===== src/rtl/biriscv_mul_dispatch_pkg.sv =====
// Shared types and constants for the multiply dispatch block.
// Optional skid entry is enabled with BIRISCV_MUL_DISPATCH_SKID_EN.
package biriscv_mul_dispatch_pkg;

    typedef enum logic [1:0] {
        ST_IDLE  = 2'd0,
        ST_ISSUE = 2'd1,
        ST_WAIT  = 2'd2,
        ST_HOLD  = 2'd3
    } mul_state_e;

    localparam int unsigned MUL_TIMEOUT_CYCLES = 16;
    localparam int unsigned MUL_TIMEOUT_W      = 5;
    localparam int unsigned MUL_RESP_LATENCY   = 5;

    typedef struct packed {
        logic [31:0] opcode;
        logic [31:0] pc;
        logic [4:0]  rd;
        logic [31:0] ra;
        logic [31:0] rb;
    } mul_op_t;

    function automatic logic op_has_rd(input mul_op_t op);
        return op.rd != '0;
    endfunction

endpackage


===== src/rtl/biriscv_mul_dispatch_slot.sv =====
// Payload register for one multiply op with load/clear and an occupancy bit.
module biriscv_mul_dispatch_slot
    import biriscv_mul_dispatch_pkg::*;
(
    input  logic    clk_i,
    input  logic    rst_i,
    input  logic    load_i,
    input  logic    clear_i,
    input  mul_op_t op_i,
    output logic    valid_o,
    output mul_op_t op_o
);

    logic    valid_q;
    mul_op_t op_q;

    always_ff @(posedge clk_i) begin
        if (rst_i) begin
            valid_q <= 1'b0;
            op_q    <= '0;
        end else if (load_i) begin
            valid_q <= 1'b1;
            op_q    <= op_i;
        end else if (clear_i) begin
            valid_q <= 1'b0;
        end
    end

    assign valid_o = valid_q;
    assign op_o    = op_q;

endmodule


===== src/rtl/biriscv_mul_dispatch.sv =====
// Dispatches one multiply op to the iterative multiplier and holds its result for writeback.
// Define BIRISCV_MUL_DISPATCH_SKID_EN to add a one-entry skid buffer on the issue side.
module biriscv_mul_dispatch
    import biriscv_mul_dispatch_pkg::*;
#(
    parameter int unsigned TIMEOUT_CYCLES = MUL_TIMEOUT_CYCLES,
    parameter int unsigned TIMEOUT_W      = MUL_TIMEOUT_W
)(
    input  logic        clk_i,
    input  logic        rst_i,
    input  logic        issue_valid_i,
    output logic        issue_ready_o,
    input  logic [31:0] issue_opcode_i,
    input  logic [31:0] issue_pc_i,
    input  logic [4:0]  issue_rd_idx_i,
    input  logic [31:0] issue_ra_operand_i,
    input  logic [31:0] issue_rb_operand_i,
    output logic        mul_valid_o,
    output logic [31:0] mul_opcode_o,
    output logic [31:0] mul_pc_o,
    output logic [4:0]  mul_rd_idx_o,
    output logic [31:0] mul_ra_operand_o,
    output logic [31:0] mul_rb_operand_o,
    input  logic        mul_writeback_valid_i,
    input  logic [31:0] mul_writeback_value_i,
    output logic        wb_valid_o,
    output logic [4:0]  wb_rd_idx_o,
    output logic [31:0] wb_pc_o,
    output logic [31:0] wb_value_o,
    input  logic        wb_accept_i,
    output logic        pending_valid_o,
    output logic [4:0]  pending_rd_idx_o,
    output logic        error_o
);

    localparam logic [TIMEOUT_W-1:0] CNT_LAST = TIMEOUT_W'(TIMEOUT_CYCLES - 1);

    mul_state_e           state_q, state_d;
    logic [TIMEOUT_W-1:0] cnt_q, cnt_d;
    logic                 err_q, err_d;
    logic                 wbv_q, wbv_d;
    logic [31:0]          wbval_q, wbval_d;
    logic [31:0]          wbpc_q, wbpc_d;
    logic [4:0]           wbrd_q, wbrd_d;

    mul_op_t issue_op;
    mul_op_t main_op;
    mul_op_t idle_src;
    logic    idle_src_valid;
    logic    main_valid;
    logic    main_load;
    logic    main_clear;
    logic    accept;

    assign issue_op = '{opcode: issue_opcode_i, pc: issue_pc_i, rd: issue_rd_idx_i,
                        ra: issue_ra_operand_i, rb: issue_rb_operand_i};
    assign accept   = issue_valid_i && issue_ready_o;

`ifdef BIRISCV_MUL_DISPATCH_SKID_EN
    mul_op_t skid_op;
    logic    skid_valid;
    logic    skid_load;
    logic    skid_pop;

    // A full skid entry takes precedence in IDLE; ready is low then, so no new op competes.
    assign issue_ready_o  = !skid_valid;
    assign skid_load      = accept && (state_q != ST_IDLE);
    assign skid_pop       = (state_q == ST_IDLE) && skid_valid;
    assign idle_src       = skid_valid ? skid_op : issue_op;
    assign idle_src_valid = skid_valid || accept;

    biriscv_mul_dispatch_slot u_skid (
        .clk_i   (clk_i),
        .rst_i   (rst_i),
        .load_i  (skid_load),
        .clear_i (skid_pop),
        .op_i    (issue_op),
        .valid_o (skid_valid),
        .op_o    (skid_op)
    );
`else
    assign issue_ready_o  = (state_q == ST_IDLE);
    assign idle_src       = issue_op;
    assign idle_src_valid = accept;
`endif

    biriscv_mul_dispatch_slot u_main (
        .clk_i   (clk_i),
        .rst_i   (rst_i),
        .load_i  (main_load),
        .clear_i (main_clear),
        .op_i    (idle_src),
        .valid_o (main_valid),
        .op_o    (main_op)
    );

    always_comb begin
        state_d    = state_q;
        cnt_d      = cnt_q;
        err_d      = err_q;
        wbv_d      = wbv_q;
        wbval_d    = wbval_q;
        wbpc_d     = wbpc_q;
        wbrd_d     = wbrd_q;
        main_load  = 1'b0;
        main_clear = 1'b0;
        case (state_q)
            ST_IDLE: begin
                // rd==0 ops have no architectural effect and are simply dropped.
                if (idle_src_valid && op_has_rd(idle_src)) begin
                    main_load = 1'b1;
                    state_d   = ST_ISSUE;
                end
            end
            ST_ISSUE: begin
                cnt_d   = '0;
                state_d = ST_WAIT;
            end
            ST_WAIT: begin
                cnt_d = cnt_q + TIMEOUT_W'(1);
                if (mul_writeback_valid_i) begin
                    wbv_d   = 1'b1;
                    wbval_d = mul_writeback_value_i;
                    wbpc_d  = main_op.pc;
                    wbrd_d  = main_op.rd;
                    state_d = ST_HOLD;
                end else if (cnt_q == CNT_LAST) begin
                    err_d      = 1'b1;
                    main_clear = 1'b1;
                    state_d    = ST_IDLE;
                end
            end
            ST_HOLD: begin
                if (wb_accept_i) begin
                    wbv_d      = 1'b0;
                    main_clear = 1'b1;
                    state_d    = ST_IDLE;
                end
            end
            default: state_d = ST_IDLE;
        endcase
    end

    always_ff @(posedge clk_i) begin
        if (rst_i) begin
            state_q <= ST_IDLE;
            cnt_q   <= '0;
            err_q   <= 1'b0;
            wbv_q   <= 1'b0;
            wbval_q <= '0;
            wbpc_q  <= '0;
            wbrd_q  <= '0;
        end else begin
            state_q <= state_d;
            cnt_q   <= cnt_d;
            err_q   <= err_d;
            wbv_q   <= wbv_d;
            wbval_q <= wbval_d;
            wbpc_q  <= wbpc_d;
            wbrd_q  <= wbrd_d;
        end
    end

    assign mul_valid_o      = (state_q == ST_ISSUE);
    assign mul_opcode_o     = main_op.opcode;
    assign mul_pc_o         = main_op.pc;
    assign mul_rd_idx_o     = main_op.rd;
    assign mul_ra_operand_o = main_op.ra;
    assign mul_rb_operand_o = main_op.rb;
    assign wb_valid_o       = wbv_q;
    assign wb_value_o       = wbval_q;
    assign wb_pc_o          = wbpc_q;
    assign wb_rd_idx_o      = wbrd_q;
    assign pending_valid_o  = main_valid;
    assign pending_rd_idx_o = main_op.rd;
    assign error_o          = err_q;

endmodule


===== config.mk =====
export PLATFORM = sky130hd
export DESIGN_NAME = biriscv_mul_dispatch
export DESIGN_NICKNAME = d
export VERILOG_FILES = /design/src/rtl/biriscv_mul_dispatch_pkg.sv /design/src/rtl/biriscv_mul_dispatch_slot.sv /design/src/rtl/biriscv_mul_dispatch.sv
export SDC_FILE = /design/constraint.sdc
export NUM_CORES = 1
export LEC_CHECK = 0
export BUFFER_PORTS_ARGS = -buffer_cell sky130_fd_sc_hd__clkbuf_2
export CORE_ASPECT_RATIO = 0.8
export CORE_MARGIN = 3
export CORE_UTILIZATION = 30
export CTS_BUF_LIST = sky130_fd_sc_hd__clkbuf_8
export CTS_CLUSTER_DIAMETER = 120
export DETAILED_ROUTE_END_ITERATION = 6
export SYNTH_ARGS = -nofsm -noshare
export SYNTH_HDL_FRONTEND = slang
export SYNTH_SLANG_ARGS = --single-unit

===== constraint.sdc =====
create_clock -name clk_i -period 2.91 [get_ports clk_i]
set_clock_uncertainty 0.05 [all_clocks]
set_input_delay 0.1455 -clock clk_i [delete_from_list [all_inputs] [get_ports clk_i]]
set_output_delay 0.1455 -clock clk_i [all_outputs]
set_load 0.01 [all_outputs]

* Word level (Yosys, flattened, before mapping) *
Index checks and enable logic that the tools add are counted.
W data, S select, Z words.

word-level totals
  flip-flop bits (word level) = 212
  input bits = 170
  output and inout bits = 212
  logic and storage cells = 51

operators by class
  $add $sub $neg = 1
  equal/unequal tests = 8
  multiplexer cells = 17
  bitwise logic cells = 1
  reduce and logical (&&, ||, !) cells = 11

operator list
  kind                   number
  $pmux W5 S2            1
  $mux W1                9
  $reduce_and A3 Y1      3
  $mux W2                4
  $pmux W2 S4            1
  $reduce_bool A2 Y1     3
  $add A5 B1 Y5 const B  1
  $eq A5 B4 Y1 const B   1
  $reduce_bool A5 Y1     1
  $eq A2 B2 Y1 const B   2
  $ne A2 B2 Y1 const B   2
  $pmux W1 S2            2
  $ne A3 B3 Y1 const B   1
  $eq A2 B1 Y1 const B   1
  $logic_and A1 B1 Y1    2
  $logic_not A2 Y1       1
  $ne A2 B1 Y1 const B   1
  $reduce_and A2 Y1      1
  $not A1 Y1             1

* Depth between registers and ports, before layout *
  depth in word-level cells = 6
  mapped depth = 8
  gate-level depth less buffers = 7

* By module *
A second synthesis with hierarchy kept.

second synthesis, totals
  cells, all modules = 804
  area total of the unflattened synthesis = 7647.3 µm²

modules (own cells, without submodules)
  module                     instances  cells an instance  area each (µm²)  seq. area each (µm²)
  biriscv_mul_dispatch_slot  1          433                4729.5           2682.6
  biriscv_mul_dispatch       1          371                2917.8           1561.5

* Worst setup path before layout *
No wires, ideal clock.

  path type = register -> register
  start point = register state_q[0]
  end point = register state_q[0]
  setup time = 0.091 ns
  data arrival time = 1.634 ns
  required time = 2.769 ns
  path slack = 1.135 ns
  stages on the path, launching flop included = 7
  buffers on the path = 0
  clock period less this slack = 1.775 ns
  cell sequence = dfxtp_1 inv_1 ha_1 nor2b_1 a222oi_1 a21oi_1 a311oi_1

between the ends
  cells in the longest elaborated chain, start to end = 5
  elaborated cells on any way between the ends = 11
  those cells by class = eq/ne: 6; mux: 1; reduce/logical: 4

RTL lines
  what                         RTL line                                                 source
  start, declared              biriscv_mul_dispatch.sv:38                               mul_state_e state_q, state_d;
  start signal, assigned       biriscv_mul_dispatch.sv:154                              state_q <= state_d;
  $logic_not A2 Y1             biriscv_mul_dispatch.sv:82, biriscv_mul_dispatch.sv:107
  $logic_and A1 B1 Y1          biriscv_mul_dispatch.sv:57                               assign accept = issue_valid_i && issue_ready_o;
  $logic_and A1 B1 Y1          biriscv_mul_dispatch.sv:110                              if (idle_src_valid && op_has_rd(idle_src)) begin
  $ne A2 B1 Y1 (no line)       n/a
  $reduce_and A3 Y1 (no line)  n/a

Several ways; a longest one is shown, not always the timed one.
A chain may end at the register's enable or synchronous reset.

* Worst setup path in the final report *
  start point = register state_q[0]
  end point = register u_main.op_q, in the netlist u_main.op_o[111]

between the ends
  cells in the longest elaborated chain, start to end = 5

RTL lines
  what                  RTL line                                                 source
  $logic_not A2 Y1 (*)  biriscv_mul_dispatch.sv:82, biriscv_mul_dispatch.sv:107
  $logic_and A1 B1 Y1   biriscv_mul_dispatch.sv:57
  $logic_and A1 B1 Y1   biriscv_mul_dispatch.sv:110
  $mux W1               biriscv_mul_dispatch.sv:110
  $mux W1 (*)           biriscv_mul_dispatch.sv:107                              case (state_q)
  end signal, assigned  biriscv_mul_dispatch_slot.sv:23                          op_q <= op_i;
  end, declared         biriscv_mul_dispatch_slot.sv:15                          mul_op_t op_q;

Mark *: on every way between the ends. The rest lies on a longest branch, timed or not.

==> results.json <==
{
  "htreeDepth": 2,
  "place_inst": 1582,
  "pwr-share-clk_pct": 33.7,
  "synthAdderAreaFrac_pct": 1.17,
  "yosysMostFrequentCell": "nand2_1",
  "dp_slack_ns": 0.607,
  "path_clk_slew_ns": 0.06,
  "status": "finished, final reports clean",
  "synth_common_cells": "407 x nand2_1, 212 x dfxtp_1, 207 x a21oi_1",
  "slew_violations": 0,
  "slew_headroom_pct": 46.8,
  "die_w_um": 183,
  "fp.coreArea_mm2": 0.0244,
  "clock_sinks": 212,
  "grt_pass1_vias": 8146,
  "crit_arrival_ns": 2.76,
  "area_delta_synth_final_pct": 60.3,
  "synth_warnings": 0,
  "drc": 0,
  "grt_max_degree": 134,
  "critPathRequiredTime_ns": 3.28,
  "nNetsFinal": 1649,
  "drt_iter0_drc": 385,
  "worst_path_max_delay_cell": "o211a_4",
  "p_int_mw": 5.36,
  "diodes": 0,
  "synth_area_leader_cell": "dfxtp_1",
  "worst_setup_path_end_kind": "register",
  "synth_top_family_by_area": "simple AND/OR/NAND/NOR gates",
  "dp_hpwl_um": 16600,
  "synth_edf_count": 0,
  "synth_cell_type_count": 30,
  "cts_resized": 0,
  "switchingPower_mw": 2.44,
  "initial_utilization_pct": 30.7,
  "comb_power_share_pct": 23.0,
  "grt_usage_pct": 18.6,
  "drive_above_1_share_pct": 29.7,
  "ys_top_cells_by_area": "dfxtp_1 57%, nand2_1 20%, a21oi_1 14%, clkbuf_1 2.3%, buf_4 1.3%",
  "synth_ff_type": "dfxtp_1",
  "final-hold-violation-count": 0,
  "crit_buf_inv": 2,
  "leakagePower_nw": 5.38,
  "vias": 8227,
  "gr-total-overflow": 0,
  "synthSimpleGateAreaFrac_pct": 21.8,
  "min_period_ns": 2.39,
  "final_cells": 1815,
  "slowest_delay_ns": 0.75,
  "synth_seq_cells": 212,
  "cts_tree": "built",
  "root_buffer": "clkbuf_8",
  "totalWireLength_um": 26400,
  "io_buffers": 381,
  "seq_area_frac_synth_pct": 56.6,
  "yosys.area_share.xor_xnor_pct": 0,
  "clk_path_buf_depth": 3,
  "synth_async_sr_flop_share_pct": 0,
  "dieArea_mm2": 0.0269,
  "ioPinCount": 382,
  "critical_path_class": "register to register",
  "clock_latency_ns": 0.51,
  "power-per-cell-area_mw_per_mm2": 648,
  "synth-compound-area-share_pct": 15.4,
  "worstMarginPinSlew_ns": 0.797,
  "dr.pass1.iters": 5,
  "synth_top_area_share_pct": 56.6,
  "grt_antenna_before_repair": 0,
  "syn_area_mm2": 0.00750,
  "rows": 51,
  "worst_hold_path_type": "input pin to register",
  "use_met2_pct": 31.5,
  "fmax_mhz": 418,
  "seqPwrFrac_pct": 43.3,
  "drtAntennaViolNets": 0,
  "worstPathCellList": "inv_1 > ha_1 > o211a_4 > buf_4 > nand2_1 > a21oi_1",
  "crit_path_start_kind": "register",
  "vdd_drop_max_v": 0.000411,
  "syn_area_per_cell_um2": 7.93,
  "setup_viol": 0,
  "place_area_mm2": 0.00963,
  "gr-usage-met1_pct": 22.6,
  "cap_violations": 0,
  "fin_tns_setup_ns": 0,
  "rsz0062_at_grt": "false",
  "dieHeight_um": 147,
  "final_area_mm2": 0.0120,
  "grt_pass1_wl_um": 41700,
  "cp_top_family": "compound AO/OA/AOI/OAI gates",
  "gp_congestion": 0.776,
  "postCtsSetupRepairBufs": 0,
  "numCtsBuffers": 37,
  "met3_usage_pct": 5.54,
  "setup_slack_ns": 0.519,
  "gr-max-usage-layer": "met2",
  "viasPerCell": 4.53,
  "p_sw_share_pct": 31.2,
  "wl_per_cell_um": 14.5,
  "mappedNetlistNets": 1123,
  "synth_cells": 946,
  "fin_crit_sh_pct": 82.2,
  "synthMuxAreaShare_pct": 0,
  "crit_fanout": 61
}
==> layout by cell type (no fill, tap or decap), types with 6 or more instances in the layout <==
master,netlist,final
nand2_1,407,406
clkbuf_2,0,380
dlygate4sd3_1,0,169
ha_1,7,7
nor2_1,7,7
inv_1,8,24
dfxtp_1,212,212
a21oi_1,207,207
buf_12,0,6
clkbuf_8,0,43
==> cell families (layout without fill, tap and decap cells) <==
group                      after synthesis  count (layout)
buffers and inverters                   81             632
and+or+nand+nor                        425             425
DFF                                    212             212
AOI/OAI and AO/OA                      221             221
adders and majority gates                7               7
==> state kept, by name, summed over array words and instances (netlist names) <==
signal,cells
wb_value_o,32
wb_valid_o,1
u_main.op_o,133
error_o,1
state_q,2
wb_pc_o,32
wb_rd_idx_o,5
cnt_q,5
u_main.valid_o,1
==> worst register-to-register path: cells and delay by family, from the launching register on <==
family                   cells  cell delay [ns]
buffers and inverters        2             0.52
adder cells (fa/ha/maj)      1             0.38
AND/OR/NAND/NOR              1             0.11
flip-flops                   1             0.34
AO/OA/AOI/OAI                2             0.90
==> area by class of cell <==
| type | count | area [um2] |
|---|---|---|
| timing repair buffer | 560 | 3750 |
| clock buffer | 43 | 592 |
| clock inverter | 21 | 113 |
| inverter | 8 | 30.0 |
| multi-input combinational | 653 | 2890 |
| sequential | 212 | 4240 |
| tap | 318 | 398 |
| fill | 2290 | 12400 |
==> final timing paths <==
check	cells past startpoint	endpoint	from	slack, ns
min reg2reg	2	wb_value_o[2]	wb_value_o[2]	0.40
max reg2reg	6	u_main.op_o[111]	state_q[0]	0.52
max	6	u_main.op_o[111]	state_q[0]	0.52
min	2	cnt_q[4]	rst_i	0.07
==> through the flow <==
stage,utilization (%),hold WS (ns),total power [mW]
4_1_cts,49.2,0.0515,7.89
6_report,49.2,0.0715,7.79
3_5_place_dp,39.4,0.323,5.04
3_3_place_gp,39.4,0.318,5.01
2_1_floorplan,-,0.231,4.37
5_1_grt,49.2,0.0776,8.24
==> power groups by stage <==
stage	Combinational [mW]	Sequential (mW)	Clock, mW
floorplan	0.826	3.54	0
global placement	1.59	3.42	0
detailed placement	1.60	3.43	0
CTS	1.80	3.37	2.71
global route	1.98	3.41	2.84
finish	1.79	3.38	2.63
==> routing by layer <==
layer	vias to the layer above	wire (um)
met5	-	0
met3	48	2290
met1	3750	10600
li1	4108	-
met4	0	748
met2	321	12700
==> timing repair <==
action / in CTS / in global routing
hold buffers: 169 / 0
endpoints found under the setup margin: 0 / 0
hold endpoints to repair: 168 / 0
Power figures use the tool's default switching activity.
